<file path="src/rtl/sha1_arbiter.sv">
// sha1_arbiter: shares one SHA1 engine between two requesters.
// Round-robin grant without preemption; each job goes through engine reset
// (LOAD), run (RUN) and result capture (DONE), with a watchdog that aborts
// a run that never reports completion (ABORT).
//
// Ports:
//   wb_clk_i, reset_n          clock, async active-low reset
//   req0_i/req1_i, msg0_i/1_i  request levels and 512-bit message blocks
//   ack0_o/ack1_o              pulse: message latched, job started
//   done0_o/done1_o            pulse: digest_o valid for that owner
//   err0_o/err1_o              pulse: job aborted by the watchdog
//   digest_o                   last successfully captured digest
//   busy_o, owner_o            job in flight / requester currently or last served
//   eng_rst_o, eng_on_o        engine reset and run enable
//   eng_msg_o                  latched message driven to the engine
//   eng_digest_i, eng_finish_i engine result and completion flag
module sha1_arbiter #(
    parameter int unsigned TIMEOUT = 255,
    parameter int unsigned CNT_W   = 8
) (
    input  logic         wb_clk_i,
    input  logic         reset_n,
    input  logic         req0_i,
    input  logic         req1_i,
    input  logic [511:0] msg0_i,
    input  logic [511:0] msg1_i,
    output logic         ack0_o,
    output logic         ack1_o,
    output logic         done0_o,
    output logic         done1_o,
    output logic         err0_o,
    output logic         err1_o,
    output logic [159:0] digest_o,
    output logic         busy_o,
    output logic         owner_o,
    output logic         eng_rst_o,
    output logic         eng_on_o,
    output logic [511:0] eng_msg_o,
    input  logic [159:0] eng_digest_i,
    input  logic         eng_finish_i
);

    localparam logic [CNT_W-1:0] CNT_LAST = CNT_W'(TIMEOUT - 1);

    typedef enum logic [2:0] {
        S_IDLE,
        S_LOAD,
        S_RUN,
        S_DONE,
        S_ABORT
    } state_t;

    state_t           state;
    logic [CNT_W-1:0] wdog_cnt;
    logic             grant_c;

    // Winner selection: a lone requester wins; on a tie the one not served last wins.
    always_comb begin
        grant_c = req1_i;
        if (req0_i && req1_i) begin
            grant_c = ~owner_o;
        end
    end

    // Job sequencer with registered outputs; pulses default low every cycle.
    always_ff @(posedge wb_clk_i or negedge reset_n) begin
        if (!reset_n) begin
            state     <= S_IDLE;
            wdog_cnt  <= '0;
            ack0_o    <= 1'b0;
            ack1_o    <= 1'b0;
            done0_o   <= 1'b0;
            done1_o   <= 1'b0;
            err0_o    <= 1'b0;
            err1_o    <= 1'b0;
            digest_o  <= '0;
            busy_o    <= 1'b0;
            owner_o   <= 1'b1;
            eng_rst_o <= 1'b1;
            eng_on_o  <= 1'b0;
            eng_msg_o <= '0;
        end else begin
            ack0_o  <= 1'b0;
            ack1_o  <= 1'b0;
            done0_o <= 1'b0;
            done1_o <= 1'b0;
            err0_o  <= 1'b0;
            err1_o  <= 1'b0;

            case (state)
                S_IDLE: begin
                    if (req0_i || req1_i) begin
                        owner_o   <= grant_c;
                        eng_msg_o <= grant_c ? msg1_i : msg0_i;
                        ack0_o    <= ~grant_c;
                        ack1_o    <= grant_c;
                        eng_rst_o <= 1'b1;
                        busy_o    <= 1'b1;
                        state     <= S_LOAD;
                    end else begin
                        eng_rst_o <= 1'b0;
                    end
                end

                S_LOAD: begin
                    eng_rst_o <= 1'b0;
                    eng_on_o  <= 1'b1;
                    wdog_cnt  <= '0;
                    state     <= S_RUN;
                end

                // Completion takes priority over a watchdog expiry in the same cycle.
                S_RUN: begin
                    wdog_cnt <= wdog_cnt + CNT_W'(1);
                    if (eng_finish_i) begin
                        digest_o <= eng_digest_i;
                        eng_on_o <= 1'b0;
                        done0_o  <= ~owner_o;
                        done1_o  <= owner_o;
                        state    <= S_DONE;
                    end else if (wdog_cnt == CNT_LAST) begin
                        eng_on_o  <= 1'b0;
                        eng_rst_o <= 1'b1;
                        err0_o    <= ~owner_o;
                        err1_o    <= owner_o;
                        state     <= S_ABORT;
                    end
                end

                S_DONE, S_ABORT: begin
                    eng_rst_o <= 1'b0;
                    busy_o    <= 1'b0;
                    state     <= S_IDLE;
                end

                default: begin
                    busy_o <= 1'b0;
                    state  <= S_IDLE;
                end
            endcase
        end
    end

endmodule
</file>
<file path="config.mk">
export PLATFORM = sky130hd
export DESIGN_NAME = sha1_arbiter
export DESIGN_NICKNAME = d
export VERILOG_FILES = /design/src/rtl/sha1_arbiter.sv
export SDC_FILE = /design/constraint.sdc
export NUM_CORES = 1
export LEC_CHECK = 0
export BUFFER_PORTS_ARGS = -buffer_cell sky130_fd_sc_hd__buf_2
export CAP_MARGIN = 0
export CORE_AREA = 2 2 723 725
export CTS_BUF_LIST = sky130_fd_sc_hd__clkbuf_4 sky130_fd_sc_hd__clkbuf_8 sky130_fd_sc_hd__clkbuf_16
export DETAILED_ROUTE_END_ITERATION = 8
export DIE_AREA = 0 0 725 727
export GPL_TIMING_DRIVEN = 1
export SLEW_MARGIN = 20
export SYNTH_ARGS = -nofsm -noshare
export SYNTH_HDL_FRONTEND = slang
export SYNTH_SLANG_ARGS = --single-unit
</file>
<file path="constraint.sdc">
create_clock -name wb_clk_i -period 1.5 [get_ports wb_clk_i]
set_input_delay 0.3 -clock wb_clk_i [delete_from_list [all_inputs] [get_ports wb_clk_i]]
set_output_delay 0.3 -clock wb_clk_i [all_outputs]
set_load 0.005 [all_outputs]
</file>
# After elaboration in Yosys (flattened, before gate mapping)
# Index checks and enable logic that the tools add are counted.
# word_totals
regBits,693
latchBits,0
mem_bits_rw,0
rom_bits,0
n_memories,0
# op_classes
add_sub_neg,1
mul,0
div,0
n_lt_le_gt_ge,0
eq_ne,9
shifts,0
n_mux,30
bitwise_logic,3
n_reduce_logical,13
# ops
cell,n
512-bit 2-to-1 mux,1
1-bit 2-to-1 mux,21
8-bit case mux with 2 select lines,1
2-bit AND reduction,5
3-bit 2-to-1 mux,3
3-bit case mux with 3 select lines,1
"8-bit by 1-bit adder with 8-bit output, second input constant",1
"8-bit == test, second input constant",1
"3-bit by 2-bit == test with 1-bit output, second input constant",2
"2-bit != test, second input constant",3
1-bit case mux with 2 select lines,2
"3-bit by 1-bit == test with 1-bit output, second input constant",1
"3-bit == test, second input constant",1
3-bit logical NOT,1
"3-bit != test, second input constant",1
1-bit inverter,3
1-bit case mux with 3 select lines,1
3-bit AND reduction,1
3-bit nonzero test,1
3-bit OR reduction,1
2-bit nonzero test,1
2-bit OR reduction,1
1-bit logical AND,1
1-bit logical OR,1

# Depth between registers and ports, before layout
# depth
word_depth,5
depth_mapped,6

# Worst setup path before layout
# Ideal clock, no wire load.
# synth_timing
path_type,register to register
from,reg owner_o
to,reg eng_msg_o[33]
setup_time_ns,0.126
t_arrival_ns,1.577
setup_slack_ns,-0.203
stages_incl_launch_ff,7
path_buffers,3
path_cell_list,dfstp_2 -> a21boi_1 -> and2_1 -> buf_2 -> buf_6 -> buf_6 -> a221o_1
# synth_via
elab_chain_cells,3
# synth_rtl
element,line,rtl
start: declaration,35,"output logic owner_o,"
start signal: assignment,93,owner_o <= grant_c;
1-bit inverter,61,grant_c = ~owner_o;
1-bit 2-to-1 mux,60,if (req0_i && req1_i) begin
512-bit 2-to-1 mux,94,eng_msg_o <= grant_c ? msg1_i : msg0_i;
end signal: assignment,94,
end: declaration,38,"output logic [511:0] eng_msg_o,"
# No other way between the ends.
# A chain may end at the register's enable or synchronous reset.

# Worst setup path after layout
# layout_timing
from,reg owner_o
to,reg eng_msg_o[83]
# The elaborated chain is that of the path after synthesis.

==> run metrics <==
status finished with violations; failing checks negative setup slack; final setup violation count around 1400; Std-Cell Rows about 270; drt pass-1 iters 8; WL final about 460000 um; Commonest cells post-synth 691 x dfrtp_1, 511 x a221o_1, 501 x a21boi_0; Synth warnings 0; Clock Skews between 0.08 and 0.09 ns; critical path depth in cells 6; Num CTS Buffers 97; area leader, netlist dfrtp_1; Layout Area Growth over Synthesis 120%; Synth top area share 56.7%; top area cells in the synthesized netlist dfrtp_1 57%, a221o_1 17%, a21boi_0 12%, mux2_4 4.4%, mux2_2 2.6%; WHS 0.0895 ns; origin of the worst setup path owner_o; R2R depth 6; placed cell area roughly 50000 sq um; critical path fanouts, max 35; CP cell instances buf_6, a21boi_4, and2_4, buf_12, buf_12, a221o_1; Synth async-reset ratio between 90% and 100%; Crit Path Class reg2reg; H-tree depth 3; RSZ-0062 raised after global routing yes; root buffer cell clkbuf_16; most numerous cell in the Yosys netlist dfrtp_1; Starting Density ~5.9%; drt wl/cell ~36 um; DRC 0; port buffer count about 1900; CP max stage cell dfstp_2; layout cell share with drive strength beyond 1 between 40 and 50%; antenna viol nets, final 0; endpoints failing hold 0; CP Data Required Time 2.19 ns; clk sinks 693; Mapped Nets roughly 3400; final worst path period need ~2.1 ns; initial antenna violation count between 500 and 600; max frequency around 470 MHz; worst r2r src owner_o; Skew-Pair Late Insertion Delay 0.90 ns; Slowest Stage Delay on Critical Path 0.56 ns; worst slew pin tran 0.680 ns; critical path's most frequent cell buf_12; cell area after synthesis 30500 sq um; Rel. slew slack 54.5%; Mapped Avg Cell Area ~14 sq um; crit start category flop; sequential area share after synthesis between 50% and 60%; cell area after layout around 67000 sq um; Pwr Total ~130 mW; pin count of the biggest net entering global routing 80; GP Congestion roughly 1.3; chip height around 730 um; CP Buf/Inv Count 3; Via Count around 40000; Crit. End Element flop; number of synthesized flops with an enable pin 0; Global Route Usage Sum approximately 16%; Top delay family on crit path buffers and inverters; crit path DAT 2.80 ns; Fillers 58900; first-pass GRT wire length approximately 540000 um; core outline area 519000 sq um; CTS max path bufs 4; area of the multi-input gates 11600 sq um; PnR worst setup slack -0.606 ns; Cells after Synth approximately 2200; FF/Latch Area about 17000 sq um; Worst-path clk slew ~0.060 ns; Max-cap violations 0; grt ovf 0; Peak VDD IR 1310 uV; register bit total from synthesis around 690; Final #Nets roughly 6600; setup TNS -439.04 ns; Die Span X 725 um; Boundary Pins around 1900; CTS tree built; fin. max-slew vios 0; Yosys cell types 47; DIE AREA 527000 sq um; Leak just under 30 nW; vias in the first global route approximately 38000; pwr dens between 1500 and 2000 nW/um^2; via density per instance around 3.2; ys flop type dfrtp_1; period utilisation layout 140%; hpwl dp 400000 um; initial DRC count between 3000 and 4000; Worst Hold Class in2async
==> final timing paths <==
path | to | slack (ns)
setup / recovery | eng_msg_o[83] | -0.61
hold / removal | eng_msg_o[496] | 0.09
setup reg to reg | eng_msg_o[83] | -0.61
hold reg to reg | digest_o[129] | 0.50
max in group asynchronous | eng_msg_o[7] | 0.58
min in group wb_clk_i | eng_msg_o[511] | 0.12
==> tightest hold or removal path: stages <==
cell and delay [ns]:
dlygate4sd3_1 0.56, buf_8 0.18, buf_12 0.25
==> cell type report <==
type	count	share of cell area [%]
Timing Repair Buffer	3341	37.8
Sequential cell	693	25.8
Multi-Input combinational cell	1250	17.3
Tap cell	6942	12.9
Clock buffer	132	4.20
Antenna cell	295	1.10
Clock inverter	37	0.821
Inverter	3	0.0168
==> flip-flops by register name (all words and copies together), names as in the netlist <==
| register | count |
|---|---|
| ack0_o | 1 |
| ack1_o | 1 |
| busy_o | 1 |
| digest_o | 160 |
| done0_o | 1 |
| done1_o | 1 |
| eng_msg_o | 512 |
| eng_on_o | 1 |
| eng_rst_o | 1 |
| err0_o | 1 |
| err1_o | 1 |
| owner_o | 1 |
| state | 3 |
| wdog_cnt | 8 |
==> metrics by stage <==
stage / instances / utilization (%) / setup WS [ns]
2_1_floorplan: 2195 / - / -0.135
6_report: 12700 / 12.9 / -0.606
4_1_cts: 12400 / 12.7 / -0.534
5_1_grt: 12600 / 12.9 / -0.569
3_5_place_dp: 11000 / 9.57 / -0.621
3_3_place_gp: 11000 / 9.57 / -0.626
==> placed cells by master (no fill, tap or decap), types with 2 or more instances in the layout <==
master | Yosys | final
dlygate4sd3_1 | 0 | 1190
buf_16 | 0 | 21
dfrtp_2 | 0 | 13
o21ai_0 | 5 | 5
clkbuf_4 | 0 | 16
a21boi_0 | 501 | 497
buf_6 | 65 | 58
a21oi_1 | 7 | 7
diode_2 | 0 | 295
nand3_1 | 4 | 4
o311ai_1 | 0 | 2
mux2_2 | 71 | 71
mux2i_1 | 2 | 2
inv_1 | 3 | 3
nand2_1 | 8 | 7
buf_4 | 1 | 185
a221o_1 | 511 | 511
mux2_4 | 89 | 89
clkinv_4 | 0 | 5
clkinv_2 | 0 | 9
buf_12 | 0 | 70
dfrtp_1 | 691 | 678
buf_2 | 116 | 1790
o211ai_1 | 2 | 2
o31ai_1 | 2 | 2
ha_1 | 2 | 2
and2_1 | 3 | 2
bufinv_16 | 0 | 11
clkbuf_16 | 0 | 109
inv_6 | 0 | 6
buf_8 | 0 | 15
a21boi_1 | 11 | 14
clkbuf_8 | 0 | 18
nor2_1 | 4 | 4
nor3b_1 | 2 | 2
dfstp_2 | 2 | 2
clkinvlp_4 | 0 | 4
==> cell families (layout without fill, tap and decap cells) <==
| family | count (synthesis) | in the layout | share of synthesized area, % |
|---|---|---|---|
| simple gates | 36 | 36 | 0.739 |
| fa+ha+maj | 2 | 2 | 0.0821 |
| mux | 162 | 162 | 7.07 |
| other cells | 0 | 295 | 0 |
| flops | 693 | 693 | 56.9 |
| buf+inv | 252 | 3513 | 5.19 |
| compound gates | 1050 | 1050 | 30.0 |
==> repair_timing <==
action | CTS | global route
gates cloned | 8 | 13
setup buffers | 15 | 11
hold endpoints to repair | 1352 | 0
setup endpoints to repair | 1368 | 1370
hold buffers | 1190 | 0
pin swaps | 5 | 26
gates resized for setup | 183 | 35
==> routing by layer <==
layer	routed length, um	vias to the layer above	GRT usage (%)
li1	-	15600	-
met1	158000	19700	17.1
met2	212000	3346	27.4
met3	57300	1329	8.36
met4	28500	206	8.18
met5	1340	-	0.490
==> where the power goes <==
group,total (mW),switching (mW),leakage [nW],internal (mW)
Sequential,34.4,6.55,8.49,27.9
Combinational,67.3,39.7,18.8,27.6
Clock,25.7,10.6,1.67,15.1
No activity file was read; power rests on OpenSTA's default activity.
